$ cat src/rtl/apb_rr_master_arbiter.sv
// Round-robin arbiter sharing one APB master port between NUM_REQ
// requesters, with an ACCESS-phase watchdog for stalled slaves.
module apb_rr_master_arbiter #(
  parameter int NUM_REQ    = 4,
  parameter int ADDR_WIDTH = 32,
  parameter int DATA_WIDTH = 32,
  parameter int TIMEOUT    = 16
) (
  input  logic                             clk,
  input  logic                             rst,
  input  logic [NUM_REQ-1:0]               req_valid,
  output logic [NUM_REQ-1:0]               req_ready,
  input  logic [NUM_REQ-1:0]               req_write,
  input  logic [NUM_REQ*ADDR_WIDTH-1:0]    req_addr,
  input  logic [NUM_REQ*DATA_WIDTH-1:0]    req_wdata,
  output logic [NUM_REQ-1:0]               rsp_valid,
  output logic [DATA_WIDTH-1:0]            rsp_rdata,
  output logic                             rsp_slverr,
  output logic [ADDR_WIDTH-1:0]            paddr,
  output logic                             pwrite,
  output logic                             psel,
  output logic                             penable,
  output logic [DATA_WIDTH-1:0]            pwdata,
  input  logic                             pready,
  input  logic [DATA_WIDTH-1:0]            prdata,
  input  logic                             pslverr
);

  localparam int PW = $clog2(NUM_REQ);
  localparam int CW = (TIMEOUT < 2) ? 1 : $clog2(TIMEOUT + 1);
  localparam bit WD_EN = (TIMEOUT != 0);
  localparam logic [CW-1:0] TMAX = CW'((TIMEOUT == 0) ? 0 : TIMEOUT - 1);
  localparam logic [CW-1:0] CMAX = '1;

  typedef enum logic [1:0] {
    S_IDLE,
    S_SETUP,
    S_ACCESS
  } state_t;

  state_t r_state;
  state_t w_next;

  logic [PW-1:0]         r_ptr;
  logic [PW-1:0]         r_gnt;
  logic [PW-1:0]         w_gnt;
  logic                  w_found;
  logic                  w_accept;
  logic                  w_done;
  logic                  w_tmo;
  logic                  r_write;
  logic [ADDR_WIDTH-1:0] r_addr;
  logic [DATA_WIDTH-1:0] r_wdata;
  logic [CW-1:0]         r_cnt;
  logic [NUM_REQ-1:0]    r_rsp_valid;
  logic [DATA_WIDTH-1:0] r_rsp_rdata;
  logic                  r_rsp_slverr;

  // First valid lane at or above the pointer, wrapping around.
  always_comb begin
    w_found = 1'b0;
    w_gnt   = '0;
    for (int k = 0; k < NUM_REQ; k++) begin
      int j;
      j = int'(r_ptr) + k;
      if (j >= NUM_REQ) j = j - NUM_REQ;
      if (!w_found && req_valid[j]) begin
        w_found = 1'b1;
        w_gnt   = PW'(j);
      end
    end
  end

  assign w_accept = (r_state == S_IDLE) && w_found && !rst;
  assign w_done   = (r_state == S_ACCESS) && pready;
  assign w_tmo    = WD_EN && (r_state == S_ACCESS) && !pready
                    && (r_cnt >= TMAX);

  always_ff @(posedge clk) begin
    if (rst) r_state <= S_IDLE;
    else     r_state <= w_next;
  end

  always_comb begin
    w_next    = r_state;
    req_ready = '0;
    psel      = 1'b0;
    penable   = 1'b0;
    unique case (r_state)
      S_IDLE: begin
        if (w_accept) begin
          w_next           = S_SETUP;
          req_ready[w_gnt] = 1'b1;
        end
      end
      S_SETUP: begin
        psel   = 1'b1;
        w_next = S_ACCESS;
      end
      S_ACCESS: begin
        psel    = 1'b1;
        penable = 1'b1;
        if (w_done || w_tmo) w_next = S_IDLE;
      end
      default: w_next = S_IDLE;
    endcase
  end

  always_ff @(posedge clk) begin
    if (rst) begin
      r_ptr        <= '0;
      r_gnt        <= '0;
      r_write      <= 1'b0;
      r_addr       <= '0;
      r_wdata      <= '0;
      r_cnt        <= '0;
      r_rsp_valid  <= '0;
      r_rsp_rdata  <= '0;
      r_rsp_slverr <= 1'b0;
    end else begin
      r_rsp_valid <= '0;
      if (w_accept) begin
        r_gnt   <= w_gnt;
        r_write <= req_write[w_gnt];
        r_addr  <= req_addr[w_gnt*ADDR_WIDTH +: ADDR_WIDTH];
        r_wdata <= req_wdata[w_gnt*DATA_WIDTH +: DATA_WIDTH];
        r_cnt   <= '0;
        if (int'(w_gnt) == NUM_REQ - 1) r_ptr <= '0;
        else                            r_ptr <= w_gnt + 1'b1;
      end
      if (r_state == S_ACCESS && !pready && r_cnt != CMAX)
        r_cnt <= r_cnt + 1'b1;
      // pready beats the watchdog when both land in the same cycle
      if (w_done) begin
        r_rsp_valid[r_gnt] <= 1'b1;
        r_rsp_slverr       <= pslverr;
        r_rsp_rdata        <= r_write ? '0 : prdata;
      end else if (w_tmo) begin
        r_rsp_valid[r_gnt] <= 1'b1;
        r_rsp_slverr       <= 1'b1;
        r_rsp_rdata        <= '0;
      end
    end
  end

  assign paddr      = r_addr;
  assign pwrite     = r_write;
  assign pwdata     = r_wdata;
  assign rsp_valid  = r_rsp_valid;
  assign rsp_rdata  = r_rsp_rdata;
  assign rsp_slverr = r_rsp_slverr;

  // An accepted requester stays quiet until its response arrives.
  a_no_reassert: assert property (@(posedge clk) disable iff (rst)
    (r_state != S_IDLE) |-> !req_valid[r_gnt]);

endmodule

$ cat config.mk
export PLATFORM = sky130hd
export DESIGN_NAME = apb_rr_master_arbiter
export DESIGN_NICKNAME = d
export VERILOG_FILES = /design/src/rtl/apb_rr_master_arbiter.sv
export SDC_FILE = /design/constraint.sdc
export NUM_CORES = 1
export LEC_CHECK = 0
export ABC_AREA = 1
export CORE_AREA = 2 2 158 160
export CTS_BUF_LIST = sky130_fd_sc_hd__clkbuf_16
export DETAILED_ROUTE_END_ITERATION = 7
export DIE_AREA = 0 0 160 162
export PLACE_DENSITY = 0.74
export SLEW_MARGIN = 20
export SYNTH_ARGS = -nofsm -noshare
export SYNTH_HDL_FRONTEND = slang
export SYNTH_SLANG_ARGS = --single-unit
$ cat constraint.sdc
create_clock -name clk -period 3.5 [get_ports clk]
set_input_delay 1.05 -clock clk [delete_from_list [all_inputs] [get_ports clk]]
set_output_delay 1.05 -clock clk [all_outputs]
set_load 0.02 [all_outputs]
==> results.sh, run 1 <==
export IMPL_clockBufferDepth=2
export IMPL_drv_cap=0
export IMPL_holdCritStartpoint="rsp_slverr"
export IMPL_end_kind="output port"
export IMPL_clock_sinks=113
export IMPL_insertion_delay_ns=0.42
export IMPL_p_leak_nw=6.13
export IMPL_syn_area_um2=7550
export IMPL_reg2reg_from="r_ptr[1]"
export IMPL_cts_made_buffers=17
export IMPL_slowest_delay_ns=0.52
export IMPL_critPathArrivalTime_ns=2.34
export IMPL_place_hpwl_mm=20.9
export IMPL_drt_wl_total_mm=29.6
export IMPL_area_growth_pct=68.5
export IMPL_tightest_slew_ns=1.02
export IMPL_die_area_um2=25900
export IMPL_hp_class="reg2reg"
export IMPL_syn_area_per_cell_um2=5.85
export IMPL_io_buffers=407
export IMPL_drv_slew=0
export IMPL_startpoint_type="flip-flop"
export IMPL_num_vias=9384
export IMPL_crit_type="reg2out"
export IMPL_yosys_top_cells_area="dfxtp_1, nand2_1, inv_1, nand3_1, a21oi_1"
export IMPL_max_slew_margin=0.323
export IMPL_io_pins=408
export IMPL_syn_inst=1291
export IMPL_crit_required_ns=2.45
export IMPL_dr_pass1_iters=4
export IMPL_cp_num_buf_inv=4
export IMPL_fin_crit_ns=3.39
export IMPL_worst_slack_ns=0.108
export IMPL_drtIter0Drc=588
export IMPL_wl_per_cell_um=14.8
export IMPL_fin_util=0.528
export IMPL_clock_skew_ns=0.0137
export IMPL_slowest_stage="dfxtp_1"
export IMPL_fmax_ghz=0.295
export IMPL_syn_nets=1598
export IMPL_synth_cell_types=24
export IMPL_drc=0
export IMPL_synth_seq_cells=113
export IMPL_antenna_found_initial=2
export IMPL_crit_fanout=6
export IMPL_grt_pass1_wl_mm=46.9
export IMPL_pre_cts_slack_ns=-0.809
export IMPL_synth_seq_area_share=0.299
export IMPL_ys_warnings_count=0
export IMPL_initial_core_util=0.313
export IMPL_final_antenna_net_count=0
export IMPL_status="finished clean"
export IMPL_rr_worst_depth=15
export IMPL_whs_ns=0.458
export IMPL_grt_pass1_vias=9329
export IMPL_finalCritPeriodShare=0.969
export IMPL_path_cells="inv_2 > nand2_1 > nand2_1 > nand2_1 > nand2_2 > nor2_4 > nand3_4 > nand2_4 > nor2_4 > inv_2 > nor2_4 > inv_2 > nor2_2 > buf_6"
export IMPL_synth_top_cell_area_share=0.299
export IMPL_min_to="rsp_slverr"
export IMPL_ir_worst_vdd_v=0.000565
export IMPL_overflow=0
export IMPL_final_nets=1972
export IMPL_final_layout_size_suffix_gt1_frac=0.0948
export IMPL_cts_reportedPaths_clkPinSlew_ns=0.06
export IMPL_reg2reg_to="pwdata[18]"
export IMPL_clockRootBuffer="clkbuf_16"
export IMPL_place_gp_congestion=0.858
export IMPL_hold_viol=0
export IMPL_core_area_um2=24100
export IMPL_r2r_setup_slack_ns=0.23
export IMPL_rows=57
export IMPL_cts_tree="yes"
export IMPL_powerDensity_nw_per_um2=875
export IMPL_critical_path_top_delay_family="simple AND/OR/NAND/NOR gates"
export IMPL_grt_max_degree=109
export IMPL_yosysTopAreaCell="dfxtp_1"
export IMPL_track_usage=0.224
export IMPL_cts_htree_levels=4
export IMPL_fp_dieH_um=162
export IMPL_die_width_um=160
export IMPL_fillCellCount=2394
export IMPL_viasPerCell=4.68
export IMPL_setup_violations=0
export IMPL_min_path_cells=2
==> report_power, final <==
group / switching [mW] / internal, mW / total (mW)
clock network: 0.755 / 1.09 / 1.84
logic: 4.63 / 2.82 / 7.45
registers: 0.197 / 1.65 / 1.85
total: 5.58 / 5.56 / 11.1
==> sequential cells by signal, summed over array words and instances (netlist names) <==
register	flops
r_state	2
r_cnt	5
paddr	32
rsp_rdata	32
pwrite	1
r_ptr	2
rsp_slverr	1
rsp_valid	4
pwdata	32
r_gnt	2
==> tightest hold or removal path, stage by stage, from the launching register on <==
cell and delay (ns):
dfxtp_1 0.31, inv_1 0.05, a21oi_1 0.06
==> Yosys cell counts <==
cell	number
or2_2	25
buf_1	4
or2_1	40
nand2_1	434
ha_1	7
a21oi_1	103
and2_1	1
inv_1	224
a211oi_1	2
nand3_1	143
nand2_2	1
buf_6	5
a31oi_1	1
nor2_1	19
nand4_1	69
clkbuf_1	39
buf_4	10
inv_2	4
nand3_2	3
o21ai_0	4
dfxtp_1	113
nor2_2	2
nor3_1	6
buf_2	32
==> cells in the final DEF, fill, tap and decap left out, types with 7 or more instances in the layout <==
| master | synthesis | layout |
|---|---|---|
| dfxtp_1 | 113 | 112 |
| inv_1 | 224 | 214 |
| nand4_1 | 69 | 69 |
| inv_2 | 4 | 14 |
| or2_1 | 40 | 40 |
| nand2_1 | 434 | 417 |
| a21oi_1 | 103 | 103 |
| nand3_1 | 143 | 136 |
| clkbuf_16 | 0 | 17 |
| nand2_2 | 1 | 7 |
| or2_2 | 25 | 25 |
| nand2_4 | 0 | 11 |
| nand3_4 | 0 | 7 |
| clkdlybuf4s50_1 | 0 | 398 |
| buf_4 | 10 | 36 |
| nor2_1 | 19 | 11 |
==> layer usage <==
layer	routed length [um]	global-route usage
met3	2250	0.0679
met1	12300	0.257
met4	768	0.0713
met5	0	0
met2	14300	0.400
==> area by class of cell <==
class	instances	area, um2	area share
Inverter	228	856	0.0672
Tap cell	324	405	0.0318
Timing Repair Buffer	445	4360	0.342
Sequential cell	113	2270	0.178
Clock inverter	15	186	0.0146
Multi-Input combinational cell	860	4230	0.332
Antenna cell	2	5.00	0.000393
Clock buffer	17	425	0.0334
==> worst max path at each step <==
stage	depth (start not counted)	slack, ns	endpoint	from
5_1_grt	12	-0.05	req_ready[3]	r_ptr[1]
6_report	14	0.11	req_ready[2]	r_ptr[1]
3_5_place_dp	14	-0.81	req_ready[0]	req_valid[3]
4_1_cts	15	-0.0002	req_ready[0]	req_valid[2]
2_1_floorplan	12	0.004	req_ready[3]	req_valid[1]
3_3_place_gp	13	-0.74	req_ready[1]	req_valid[2]
==> cell families after synthesis <==
family | after synthesis | share of synthesized area
DFF | 113 | 0.299
AOI/OAI and AO/OA | 110 | 0.0737
and+or+nand+nor | 743 | 0.442
buffers and inverters | 318 | 0.173
adders and majority gates | 7 | 0.0116
==> metrics by stage <==
step	TNS, ns	power, mW	cells	instance area [um2]
detailed placement	-21.50	9.00	1964	11900
CTS	-0.000219	11.0	1997	12600
global placement	-15.55	8.89	1964	11900
global route	-0.235	12.2	2004	12700
finish	0	11.1	2004	12700
floorplan	0	6.88	1291	7560
==> timing repair <==
action                                  in CTS  in global routing
endpoints found under the setup margin       5                  8
setup buffers                                1                  5
pin swaps                                   11                 19
gates resized for setup                     53                 45
hold buffers                                 0                  0
(Power assumes the default switching activity.)
==> inputs of run 2 (changes only) <==
- CORE_AREA: 2 2 158 160 -> not set
- CORE_ASPECT_RATIO: not set -> 0.5
- CORE_MARGIN: not set -> 1.5
- CORE_UTILIZATION: not set -> 36
- DIE_AREA: 0 0 160 162 -> not set
- PLACE_DENSITY: 0.74 -> 0.82
- SLEW_MARGIN: 20 -> not set
==> run 2 against run 1 <==
Clock power decreased by 12%. Critical path type is now in2out. Sequential share of layout area is 0.22 points higher. Count of clock-buffer cells in the layout is the same. Final cell count down 2.6%. Cell area down 1.4%. Hold slack lost 0.00098 ns. Via count decreased by 0.92%. Combinational power fell by 1%. First-iteration DRC count rose by 27%. Largest power group unchanged.
==> results.sh, run 2 (synthesis gave the netlist of run 1 again) <==
export IMPL_p_leak_nw=6.08
export IMPL_startpoint_type="input pin"
export IMPL_drtIter0Drc=745
export IMPL_grt_pass1_vias=8678
export IMPL_fillCellCount=1859
export IMPL_num_vias=9298
export IMPL_dr_pass1_iters=5
export IMPL_viasPerCell=4.76
export IMPL_pre_cts_slack_ns=-0.885
export IMPL_design_area_um2=12600
export IMPL_io_buffers=407
export IMPL_antenna_found_initial=0
export IMPL_final_nets=1973
export IMPL_antenna_cells=0
export IMPL_grt_pass1_wl_mm=44.5
export IMPL_powerDensity_nw_per_um2=859
export IMPL_tightest_slew_ns=0.791
export IMPL_switchingPower_mw=5.42
export IMPL_io_pins=408
export IMPL_cts_made_buffers=17
export IMPL_critPathArrivalTime_ns=2.35
export IMPL_status="finished clean"
export IMPL_fp_dieH_um=105
export IMPL_overflow=0
export IMPL_die_width_um=208
export IMPL_core_area_um2=20600
export IMPL_rows=37
export IMPL_final_layout_size_suffix_gt1_frac=0.0887
export IMPL_crit_fanout=4
export IMPL_drt_wl_total_mm=28.3
export IMPL_multi_input_area_um2=4150
export IMPL_clock_sinks=113
export IMPL_crit_type="in2out"
export IMPL_crit_required_ns=2.45
export IMPL_worst_slack_ns=0.0953
export IMPL_switching_share=0.503
export IMPL_seq_area_um2=2260
export IMPL_hp_class="reg2reg"
export IMPL_hold_buffers=0
export IMPL_rr_worst_depth=16
export IMPL_wl_per_cell_um=14.5
export IMPL_cts_htree_levels=4
export IMPL_fin_crit_ns=3.40
export IMPL_drv_slew=0
export IMPL_clock_skew_ns=0.00908
export IMPL_p_comb_frac=0.680
export IMPL_mostFrequentLayoutCells="nand2_1, clkdlybuf4s50_1, inv_1"
export IMPL_hold_viol=0
export IMPL_final_antenna_net_count=0
export IMPL_clockBufferDepth=2
export IMPL_placed_area_um2=11800
export IMPL_area_growth_pct=66.2
export IMPL_drv_cap=0
export IMPL_sequentialPowerShare=0.171
export IMPL_critPathLaunch="req_valid[0]"
export IMPL_insertion_delay_ns=0.40
export IMPL_p_clk_frac=0.149
export IMPL_setup_violations=0
export IMPL_cts_tree="yes"
export IMPL_power_internal_mw=5.36
export IMPL_cts_reportedPaths_clkPinSlew_ns=0.06
export IMPL_grt_max_degree=97
export IMPL_finalNonFillerCells=1952
export IMPL_track_usage=0.252
export IMPL_fin_util=0.611
export IMPL_reg2reg_from="r_ptr[1]"
export IMPL_die_area_um2=21900
export IMPL_drc=0
export IMPL_fmax_ghz=0.294
export IMPL_ir_worst_vdd_v=0.000888
export IMPL_clockRootBuffer="clkbuf_16"
export IMPL_place_hpwl_mm=20.3
export IMPL_reg2reg_to="paddr[6]"
export IMPL_place_gp_congestion=0.901
export IMPL_r2r_setup_slack_ns=0.45
export IMPL_max_slew_margin=0.473
export IMPL_finalCritPeriodShare=0.973
export IMPL_dp_cells=1908
export IMPL_initial_core_util=0.368
export IMPL_final_common_cell="nand2_1"
export IMPL_whs_ns=0.457
export IMPL_end_kind="output port"
export IMPL_crit_end="req_ready[2]"
## run 2: power groups by stage
stage	logic (mW)	clock network [mW]	registers, mW
2_1_floorplan	4.69	0	2.19
3_3_place_gp	6.89	0	1.85
3_5_place_dp	6.96	0	1.86
4_1_cts	7.11	1.65	1.84
5_1_grt	8.18	1.72	1.88
6_report	7.34	1.61	1.84
## run 2: how the worst min path moves through the flow
stage	depth (start not counted)	slack (ns)	from	endpoint
after floorplan	1	0.42	r_gnt[0]	rsp_valid[0]
after global placement	2	0.44	rsp_slverr	rsp_slverr
after detailed placement	2	0.45	rsp_slverr	rsp_slverr
after CTS	2	0.46	rsp_slverr	rsp_slverr
after global routing	2	0.48	rsp_slverr	rsp_slverr
final	2	0.46	rsp_slverr	rsp_slverr
## run 2: worst max-delay path, stage by stage
cell	delay, ns
clkbuf_2	0.09
inv_2	0.06
nand2_2	0.08
nand3_4	0.11
nand2_4	0.06
nor2_4	0.15
nand3_4	0.11
buf_12	0.14
nand2_4	0.06
nor2_4	0.03
inv_2	0.10
nor2_4	0.06
inv_4	0.08
nor2_4	0.04
buf_6	0.12
## run 2: repair_timing
action | 4_1_cts | 5_1_grt
pin swaps | 7 | 13
gates cloned | 0 | 0
setup endpoints to repair | 39 | 37
endpoints found under the hold margin | 0 | 0
gates resized for setup | 52 | 33
setup buffers | 5 | 7
## run 2: routing by layer
layer / part of all wire / wire, um / global-route usage / up-vias
met5: 0 / 0 / 0 / -
met3: 0.060 / 1690 / 0.0513 / 76
met4: 0.041 / 1170 / 0.110 / 0
met2: 0.48 / 13500 / 0.430 / 304
li1: - / - / - / 4745
met1: 0.42 / 11900 / 0.308 / 4173
## run 2: cell type report
| class | instances | share of cell area |
|---|---|---|
| Clock buffer | 17 | 0.0339 |
| Timing Repair Buffer | 446 | 0.350 |
| Tap cell | 273 | 0.0272 |
| Clock inverter | 15 | 0.00986 |
| Multi-Input combinational cell | 860 | 0.330 |
| Inverter | 228 | 0.0686 |
| Sequential cell | 113 | 0.180 |
## run 2: through the flow
stage	setup TNS (ns)	power, mW
2_1_floorplan	0	6.88
3_3_place_gp	-31.54	8.74
3_5_place_dp	-35.24	8.82
4_1_cts	0	10.6
5_1_grt	-0.0510	11.8
6_report	0	10.8
==> inputs of run 3 (changes only) <==
- CTS_BUF_LIST: sky130_fd_sc_hd__clkbuf_16 -> not set
==> results of run 3 <==
The final DEF is identical to that of run 2; final timing and power are the same.
==> RTL change (flow settings as in run 3) <==
Change the parameter `DATA_WIDTH` from 32 to 48.
--- a/src/rtl/apb_rr_master_arbiter.sv
+++ b/src/rtl/apb_rr_master_arbiter.sv
@@ -3,7 +3,7 @@
 module apb_rr_master_arbiter #(
   parameter int NUM_REQ    = 4,
   parameter int ADDR_WIDTH = 32,
-  parameter int DATA_WIDTH = 32,
+  parameter int DATA_WIDTH = 48,
   parameter int TIMEOUT    = 16
 ) (
   input  logic                             clk,
Interface: changed (resized prdata, pwdata, req_wdata and rsp_rdata); port bits go from 408 to 520. No check against the original RTL was run, so the function may have changed too.
==> RTL change against run 3 <==
- synthesized cell count up 24%
- cell area increased by 25%
- power grew 17%
- area after synthesis grew 26%
- utilization grew 0.26 points
- sequential cell count increased by 32
- wire length rose by 33%
- worst setup slack got worse by 0.031 ns
- clock skew up 0.0043 ns
- non-clock buffer count up 114
- clock power increased by 17%
- critical endpoint is now req_ready[3]
- largest power group unchanged
- highest routed layer unchanged
==> RTL change: results (changes against run 3) <==
* Result of the run: finished, final reports clean
* Number of port buffers at 519 (+28%)
* Max Buffers Root-to-Sink at 2 (unchanged)
* Root Buffer: clkbuf_16
* Via count of the routed design at 11800 (+27%)
* Net count of the mapped netlist at 1992 (+25%)
* Length of the first detailed-routing pass in iterations at 6 (+1)
* Clock transition at the registers of the reported paths at 0.07 ns
* Critical path fanouts, max at 3 (-1)
* Number of buffers added for setup after CTS at 4 (-1)
* Final Net Count at 2456 (+24%)
* Crit path largest cell delay at 0.17 ns (+0.02 ns)
* Worst relative slew slack at 0.300 (-0.172)
* Yosys cell types at 25 (+4.2%)
* Source of the worst hold timing path: r_gnt[0]
* Global-route wire length before repair at 57.6 mm (+29%)
* Drt first-iter violations at 818 (+9.8%)
* Leakage power figure at 7.47 nW (+23%)
* Wire length per cell at 15.5 um (+6.8%)
* Leading register cell type out of synthesis: dfxtp_1
* Share of layout cells above drive strength 1 at 0.0836 (-0.00517)
* Critical R2R Launch: r_ptr[0]
* Antenna diode count at 0 (unchanged)
* Via count of the first global-routing pass at 10800 (+25%)
* Antenna violations before repair at 0 (unchanged)
* Clock latency at the later pin of the worst-skew pair at 0.44 ns (+0.04 ns)
* Critical Path Source: req_valid[3]
* Total global-route track usage at 0.266 (+0.0140)
* Largest net degree at the start of global routing at 114 (+18%)
* Number of design rule violations left after detail routing at 0 (unchanged)
* Max rail drop VDD at 1.04 mV (+17%)
* Die Width at 233 um (+12%)
* Final worst slack at 0.0645 ns (-0.0308 ns)
* Total cell area at the placement stage at 14800 um2 (+26%)
* Worst reg-to-reg setup slack at 0.41 ns (-0.04 ns)
* Post-cts sizing count at 58 (+12%)
* Detail Placement HPWL at 26.7 mm (+31%)
* Clk_skew at 0.0134 ns (+0.00432 ns)
* Pre-CTS worst setup slack at -0.800 ns (+0.0851 ns)
* Main area contributors after synthesis: dfxtp_1 (31%), nand2_1 (21%), inv_1 (11%)
* Sequential area share after synthesis at 0.306 (+0.00643)
* Arrival time of the worst setup path at 2.39 ns (+0.04 ns)
* Routability congestion estimate at 0.959 (+6.5%)
* Ranking of synthesized cells by instance count: nand2_1 (542), inv_1 (273), nand3_1 (177), dfxtp_1 (145), a21oi_1 (134)
RTL change: cell count changes after synthesis, moves of 14 or more:
cell and delta:
nand4_1 +17, buf_4 +14, inv_1 +49, dfxtp_1 +32
clkbuf_1 +18, nand3_1 +34, or2_1 -40, or2_0 +47
a21oi_1 +31, nand2_1 +108
RTL change: report_power, final:
part	switching (mW)	internal (mW)	total, mW	leakage (nW)
logic	5.28	3.14	8.43	5.98
clock network	0.911	0.974	1.88	0.296
registers	0.221	2.06	2.28	1.19
total	6.42	6.18	12.6	7.47
RTL change: cell families after synthesis:
| logic type | Yosys count | share of synthesized area |
|---|---|---|
| AOI/OAI and AO/OA | 140 | 0.0748 |
| adders and majority gates | 7 | 0.00923 |
| buffers and inverters | 394 | 0.174 |
| DFF | 145 | 0.306 |
| and+or+nand+nor | 919 | 0.436 |
RTL change: metrics by stage:
step / hold WS (ns) / cells
detailed placement: 0.449 / 2385
finish: 0.455 / 2426
global route: 0.477 / 2426
global placement: 0.439 / 2385
CTS: 0.455 / 2421
floorplan: 0.424 / 1605
RTL change: per-layer routing:
layer  global-route usage  vias up  wire length [um]
met5                    0        -                 0
met4                0.118        0              1540
met3               0.0562      110              2470
met2                0.454      441             18700
met1                0.319     5326             14800
li1                     -     5895                 -
RTL change: worst max-delay path: cells and delay by family:
kind | cells | cell delay (ns)
buffers and inverters | 6 | 0.53
adders and majority gates | 1 | 0.17
and+or+nand+nor | 7 | 0.64
RTL change: area by class of cell:
type	count	area, um2
clock buffer	17	425
clock inverter	15	190
fill	2336	9870
inverter	279	1050
multi-input combinational	1066	5170
sequential	145	2910
tap	344	430
timing repair buffer	560	5500
RTL change: worst paths after layout:
path	cells after the start	to
setup / recovery	14	req_ready[3]
hold / removal	1	rsp_valid[0]
hold reg to reg	1	rsp_valid[0]
setup reg to reg	16	pwdata[18]
